$ cat src/rtl/parity_restore_if.sv
// Key-restore bus: C||D word in with valid/ready, 64-bit DES key out with valid/ready.
// Bit 0 of each vector is the MSB. The master drives DIN/IN_VALID/OUT_READY.
interface parity_restore_if;
    logic [0:55] DIN;
    logic        IN_VALID;
    logic        IN_READY;
    logic [0:63] DOUT;
    logic        OUT_VALID;
    logic        OUT_READY;
    logic [15:0] KEY_CNT;

    modport master (
        output DIN, IN_VALID, OUT_READY,
        input  IN_READY, DOUT, OUT_VALID, KEY_CNT
    );

    modport slave (
        input  DIN, IN_VALID, OUT_READY,
        output IN_READY, DOUT, OUT_VALID, KEY_CNT
    );
endinterface

$ cat src/rtl/parity_restore.sv
// Undo PC-1 on a C||D word and re-insert per-byte parity, giving a standard 64-bit DES key.
// Latency 2 cycles, 1 key/cycle; IN_READY follows OUT_READY combinationally, output holds while stalled.
module parity_restore #(
    parameter bit ODD_PARITY = 1'b1
) (
    input  logic            CLK,
    input  logic            RST,
    parity_restore_if.slave bus
);

    localparam int PC1 [56] = '{
        56, 48, 40, 32, 24, 16,  8,  0, 57, 49, 41, 33, 25, 17,
         9,  1, 58, 50, 42, 34, 26, 18, 10,  2, 59, 51, 43, 35,
        62, 54, 46, 38, 30, 22, 14,  6, 61, 53, 45, 37, 29, 21,
        13,  5, 60, 52, 44, 36, 28, 20, 12,  4, 27, 19, 11,  3
    };

    logic [0:63] s1_d, s1_q;
    logic [0:63] s2_d, s2_q;
    logic        v1_q, v2_q;
    logic [15:0] cnt_q;
    logic        adv2;
    logic        xfer_in;

    // PC-1 never touches the parity positions, so they stay 0 in S1.
    for (genvar k = 0; k < 56; k++) begin : g_perm
        assign s1_d[PC1[k]] = bus.DIN[k];
    end

    for (genvar i = 0; i < 8; i++) begin : g_byte
        assign s1_d[8*i+7]     = 1'b0;
        assign s2_d[8*i +: 7]  = s1_q[8*i +: 7];
        assign s2_d[8*i+7]     = ODD_PARITY ? ~^s1_q[8*i +: 7] : ^s1_q[8*i +: 7];
    end

    assign adv2         = v1_q && (!v2_q || bus.OUT_READY);
    assign bus.IN_READY = !v1_q || adv2;
    assign xfer_in      = bus.IN_VALID && bus.IN_READY;

    always_ff @(posedge CLK) begin
        if (RST) begin
            s1_q  <= '0;
            s2_q  <= '0;
            v1_q  <= 1'b0;
            v2_q  <= 1'b0;
            cnt_q <= '0;
        end else begin
            if (xfer_in) begin
                s1_q <= s1_d;
                v1_q <= 1'b1;
            end else if (adv2) begin
                v1_q <= 1'b0;
            end

            if (adv2) begin
                s2_q <= s2_d;
                v2_q <= 1'b1;
            end else if (bus.OUT_READY) begin
                v2_q <= 1'b0;
            end

            if (v2_q && bus.OUT_READY) begin
                cnt_q <= cnt_q + 16'd1;
            end
        end
    end

    assign bus.DOUT      = s2_q;
    assign bus.OUT_VALID = v2_q;
    assign bus.KEY_CNT   = cnt_q;

endmodule

$ cat src/flat_wrapper.sv
// flat-port wrapper written by rule: the top's interface ports become plain ports
module parity_restore_flat 
#(
    parameter bit ODD_PARITY = 1'b1
)
  (CLK, RST, bus_DIN, bus_IN_VALID, bus_OUT_READY, bus_IN_READY, bus_DOUT, bus_OUT_VALID, bus_KEY_CNT);
  parity_restore_if bus_i ();
  input  logic CLK;
  input  logic RST;
  input wire logic [$bits(bus_i.DIN)-1:0] bus_DIN;
  input wire logic [$bits(bus_i.IN_VALID)-1:0] bus_IN_VALID;
  input wire logic [$bits(bus_i.OUT_READY)-1:0] bus_OUT_READY;
  output wire logic [$bits(bus_i.IN_READY)-1:0] bus_IN_READY;
  output wire logic [$bits(bus_i.DOUT)-1:0] bus_DOUT;
  output wire logic [$bits(bus_i.OUT_VALID)-1:0] bus_OUT_VALID;
  output wire logic [$bits(bus_i.KEY_CNT)-1:0] bus_KEY_CNT;
  assign bus_i.DIN = bus_DIN;
  assign bus_i.IN_VALID = bus_IN_VALID;
  assign bus_i.OUT_READY = bus_OUT_READY;
  assign bus_IN_READY = bus_i.IN_READY;
  assign bus_DOUT = bus_i.DOUT;
  assign bus_OUT_VALID = bus_i.OUT_VALID;
  assign bus_KEY_CNT = bus_i.KEY_CNT;
  parity_restore #(.ODD_PARITY(ODD_PARITY)) u_core (.CLK(CLK), .RST(RST), .bus(bus_i));
endmodule
$ cat config.mk
export PLATFORM = sky130hd
export DESIGN_NAME = parity_restore_flat
export DESIGN_NICKNAME = d
export VERILOG_FILES = /design/src/rtl/parity_restore_if.sv /design/src/rtl/parity_restore.sv /design/src/flat_wrapper.sv
export SDC_FILE = /design/constraint.sdc
export NUM_CORES = 1
export LEC_CHECK = 0
export BUFFER_PORTS_ARGS = -buffer_cell sky130_fd_sc_hd__buf_2
export CELL_PAD_IN_SITES_DETAIL_PLACEMENT = 0
export CELL_PAD_IN_SITES_GLOBAL_PLACEMENT = 1
export CORE_MARGIN = 2
export CORE_UTILIZATION = 40
export CTS_CLUSTER_DIAMETER = 120
export CTS_CLUSTER_SIZE = 25
export DETAILED_ROUTE_END_ITERATION = 7
export PLACE_DENSITY = 0.79
export SLEW_MARGIN = 25
export SYNTH_ARGS = -nofsm -noshare
export SYNTH_HDL_FRONTEND = slang
export SYNTH_SLANG_ARGS = --single-unit
$ cat constraint.sdc
create_clock -name CLK -period 2.3 [get_ports CLK]
set_input_delay 0.23 -clock CLK [delete_from_list [all_inputs] [get_ports CLK]]
set_output_delay 0.23 -clock CLK [all_outputs]
set_load 0.02 [all_outputs]
# [Word-level counts from Yosys, hierarchy flattened]
# Cells that the tools add are included.
[op_classes] add_sub_neg=1 n_mux=4 reduce_logical=17
[ops] cell="$reduce_xnor 7->1" count=8
[ops] cell="$add 16x1->16 const B" count=1
[ops] cell="$mux 1" count=4
[ops] cell="$reduce_bool 2->1" count=2
[ops] cell="$logic_and 1x1->1" count=3
[ops] cell="$logic_not 1->1" count=2
[ops] cell="$logic_or 1x1->1" count=2
[totals] ff_bits=138 in_bits=60 out_inout_bits=82 elab_cells=27

# [Depth between registers and ports, before layout]
[depth] word_depth=6 depth_mapped=6 mapped_depth_nobuf=5

# [Worst setup path before layout]
# Ideal clock, no wire load.
[synth_path] path_kind="reg2reg" from="register u_core.cnt_q[0], in the netlist u_core.bus.KEY_CNT[0]" to="register u_core.cnt_q[14], in the netlist u_core.bus.KEY_CNT[14]" setup_time_ns=0.070 arrival_time_ns=1.581 t_required_ns=2.230 setup_slack_ns=0.649 path_stages_with_launch=6 n_path_buf=0 period_less_slack_ns=1.651 cell_sequence="dfxtp_1 ha_1 and4_1 nand2_1 or3_2 a21oi_1"
[synth_via] elab_chain_cells=1
[synth_rtl] element="start: declaration" line_no="parity_restore.sv:21" rtl="logic [15:0] cnt_q;"
[synth_rtl] element="start signal: assignment" line_no="parity_restore.sv:63" rtl="cnt_q <= cnt_q + 16'd1;"
[synth_rtl] element="$add 16x1->16" line_no="parity_restore.sv:63"
# Every way passes these cells.
# A chain may end at the register's enable or synchronous reset.

# [Worst setup path in the final report]
[layout_path] from="register u_core.v2_q, in the netlist u_core.bus.OUT_VALID" to="register u_core.s1_q[41] in the netlist's numbering"
[layout_via] elab_chain_cells=5
[layout_rtl] element="start: declaration" line_no="parity_restore.sv:20" rtl="logic v1_q, v2_q;"
[layout_rtl] element="start signal: assignment" line_no="parity_restore.sv:45" rtl="v2_q <= 1'b0;"
[layout_rtl] element="start signal: assignment" line_no="parity_restore.sv:57" rtl="v2_q <= 1'b1;"
[layout_rtl] element="start signal: assignment" line_no="parity_restore.sv:59" rtl="v2_q <= 1'b0;"
[layout_rtl] element="$logic_not 1->1" line_no="parity_restore.sv:36" rtl="assign adv2 = v1_q && (!v2_q || bus.OUT_READY);"
[layout_rtl] element="$logic_or 1x1->1" line_no="parity_restore.sv:36"
[layout_rtl] element="$logic_and 1x1->1" line_no="parity_restore.sv:36"
[layout_rtl] element="$logic_or 1x1->1" line_no="parity_restore.sv:37" rtl="assign bus.IN_READY = !v1_q || adv2;"
[layout_rtl] element="$logic_and 1x1->1" line_no="parity_restore.sv:38" rtl="assign xfer_in = bus.IN_VALID && bus.IN_READY;"
[layout_rtl] element="end signal: assignment" line_no="parity_restore.sv:42" rtl="s1_q <= '0;"
[layout_rtl] element="end signal: assignment" line_no="parity_restore.sv:49" rtl="s1_q <= s1_d;"
[layout_rtl] element="end: declaration" line_no="parity_restore.sv:18" rtl="logic [0:63] s1_d, s1_q;"
# Every way passes these cells.

==> impl_metrics.toml <==
[logic_synthesis]
ys.warnings.count = 0
ys_seq_elements = 138
synth-seq-area-share_pct = 52.3
synth.cell_area_um2 = 5280
syn_area_per_cell_um2 = 8.10
synthDistinctLibCells = 25
syn_nets = 713
syn-instance-count = 652

[critical_path]
cpMaxStageDelayCell = "and2_2"
worstPathRequired_ns = 2.64
worst_setup_path_end_kind = "register"
slowest_delay_ns = 0.60
worstPathArrival_ns = 2.05
crit_fanout = 34
crit_type = "reg2reg"
start_kind = "register"
critical_path.cell_chain = "nand3b_1 -> and2_2 -> buf_4 -> nand2_1 -> a21oi_1"

[timing]
setup_viol = 0
fin_skew_ns = 0.00788
fin_tns_setup_ns = 0
maxSlewViolCount = 0
period_share_pct = 74.3
max_freq_ghz = 0.585
hold_viol_final = 0
slew_headroom_pct = 57.1
grt_setup_unrepaired = "no"
worst_slack_ns = 0.590
worst_pin_slew_ns = 0.643
period_needed_ns = 1.71

[route]
routed_via_density = 4.81
drtAntennaViolNets = 0
wl_per_cell_um = 13.4
drcViolationCount = 0
drtPass1Iterations = 5
routed_wl_um = 12900
vias = 4635
drt_iter0_markers = 286

[floorplanning]
io_pins = 142
rows = 41
initial_core_util_pct = 41.4
chipHeight_um = 119
dieArea_um2 = 14100
die_width_um = 119
core_um2 = 12800

[cts]
clkLatencyLatePin_ns = 0.42
path_clk_slew_ns = 0.05
clockBufferDepth = 2
h-tree-depth = 4
numCtsBuffers = 17
post_cts.repair.setup_buffers = 0
cts_root_buf = "clkbuf_16"
cts_resized = 0
cts_num_sinks = 138
hold_buffers = 0
cts_tree = "yes"

[placement]
place_congestion = 0.787
io_buffers = 141
dpl_cell_area_um2 = 6150
dp_slack_ns = 0.559
hpwlAfterDp_um = 8800

[grt]
grt.total_usage_pct = 18.8
gr-total-overflow = 0
grt_pass1_wl_um = 21200
grt_max_degree = 64
grt_pass1_vias = 4489
antenna_found_initial = 0

[pwr]
leakage_uw = 0.00288
power.density_nw_per_um2 = 880
peakVddDrop_uv = 443

[cells_and_area]
diodes = 0
num-fill-cells = 1251
post-route-cell-area_um2 = 6780
fin_util_pct = 53.1
drive_above_1_share_pct = 23.6
regArea_um2 = 2760
multi_input_area_um2 = 2350
areaGrowthSynthToFinish_pct = 28.3
final_nets = 840

[hold_path]
min_path_type = "in2reg"

[job]
cap_violations = 0

[run_status]
outcome = "complete, no violations"
==> per-stage QoR <==
| step | total power [µW] | hold WS, ns | instances |
|---|---|---|---|
| after floorplan | 2980 | 0.359 | 652 |
| after global placement | 3160 | 0.442 | 932 |
| after detailed placement | 3160 | 0.445 | 932 |
| after CTS | 6020 | 0.0342 | 964 |
| after global routing | 6190 | 0.0415 | 964 |
| final | 5960 | 0.0512 | 964 |
==> final timing paths <==
check / end / slack, ns / cells past startpoint / start
max: u_core.s1_q[41]$_SDFFE_PP0P_ / 0.59 / 5 / u_core.bus.OUT_VALID$_SDFFE_PP0P_
min: u_core.s1_q[53]$_SDFFE_PP0P_ / 0.05 / 3 / bus_DIN[18]
max reg2reg: u_core.s1_q[41]$_SDFFE_PP0P_ / 0.59 / 5 / u_core.bus.OUT_VALID$_SDFFE_PP0P_
min reg2reg: u_core.bus.DOUT[17]$_SDFFE_PP0P_ / 0.45 / 2 / u_core.bus.DOUT[17]$_SDFFE_PP0P_
==> power breakdown <==
part | internal, µW | total [µW] | switching [µW]
logic | 228 | 545 | 317
clock network | 1870 | 2850 | 983
registers | 2490 | 2560 | 74.0
==> registers in the layout (all words and copies together), names as in the netlist <==
register / flops
u_core.bus.DOUT: 64
u_core.bus.KEY_CNT: 16
u_core.bus.OUT_VALID: 1
u_core.s1_q: 56
u_core.v1_q: 1
==> per-layer routing <==
metal  track usage [%]  share of wire (%)
met3              5.46                4.9
met4              7.14                1.3
met5                 0                  0
met1              23.5                 46
met2              30.7                 47
==> synthesized netlist by cell type <==
cell type | instances | area [µm²]
a211oi_1 | 8 | 60.1
a21oi_1 | 120 | 601
and2_1 | 3 | 18.8
and3_1 | 1 | 6.26
and3_2 | 2 | 15.0
and4_1 | 2 | 17.5
and4_4 | 1 | 11.3
buf_2 | 15 | 75.1
clkbuf_1 | 26 | 97.6
dfxtp_1 | 138 | 2760
ha_1 | 1 | 12.5
inv_1 | 2 | 7.51
nand2_1 | 234 | 878
nand2b_1 | 1 | 6.26
nand3_1 | 5 | 25.0
nand3b_1 | 1 | 7.51
nand4_1 | 6 | 37.5
nor2_1 | 18 | 67.6
o21ai_0 | 2 | 10.0
o31ai_1 | 3 | 22.5
or3_1 | 1 | 6.26
or3_2 | 1 | 7.51
or4_1 | 3 | 22.5
xnor2_1 | 32 | 280
xor2_1 | 26 | 228
==> kinds of logic after synthesis <==
kind of cell / after synthesis / share of synthesized area (%)
AO/OA/AOI/OAI: 133 / 13.1
XOR/XNOR: 58 / 9.61
adder cells (fa/ha/maj): 1 / 0.237
buffers and inverters: 43 / 3.41
flip-flops: 138 / 52.3
AND/OR/NAND/NOR: 279 / 21.3
==> cell usage in the layout (no fill, tap or decap) <==
master,instances
nand2_1,232
buf_2,140
dfxtp_1,138
a21oi_1,120
xnor2_1,32
xor2_1,26
nor2_1,18
clkbuf_16,17
a211oi_1,8
nand4_1,6
clkbuf_8,6
nand3_1,5
buf_4,5
clkinv_2,4
buf_12,4
o31ai_1,3
or4_1,3
bufinv_16,3
and2_2,2
nand2_2,2
and4_1,2
o21ai_0,2
and3_2,2
inv_1,2
clkbuf_1,2
nand3b_1,1
nand2b_1,1
and4_4,1
or3_2,1
and2_1,1
and3_1,1
or3_1,1
ha_1,1
==> final cells by class <==
type | instances | area share [%]
Clock inverter | 7 | 1.62
Sequential cell | 138 | 40.8
Multi-Input combinational cell | 471 | 34.7
Timing Repair Buffer | 149 | 12.1
Tap cell | 172 | 3.18
Inverter | 2 | 0.111
Clock buffer | 25 | 7.61
==> worst max-delay path, delay by kind of cell (launching register included) <==
family | cells | cell delay [ns]
buffers and inverters | 1 | 0.31
AO/OA/AOI/OAI | 1 | 0.11
AND/OR/NAND/NOR | 3 | 0.86
flip-flops | 1 | 0.36
No activity file was read; power rests on OpenSTA's default activity.
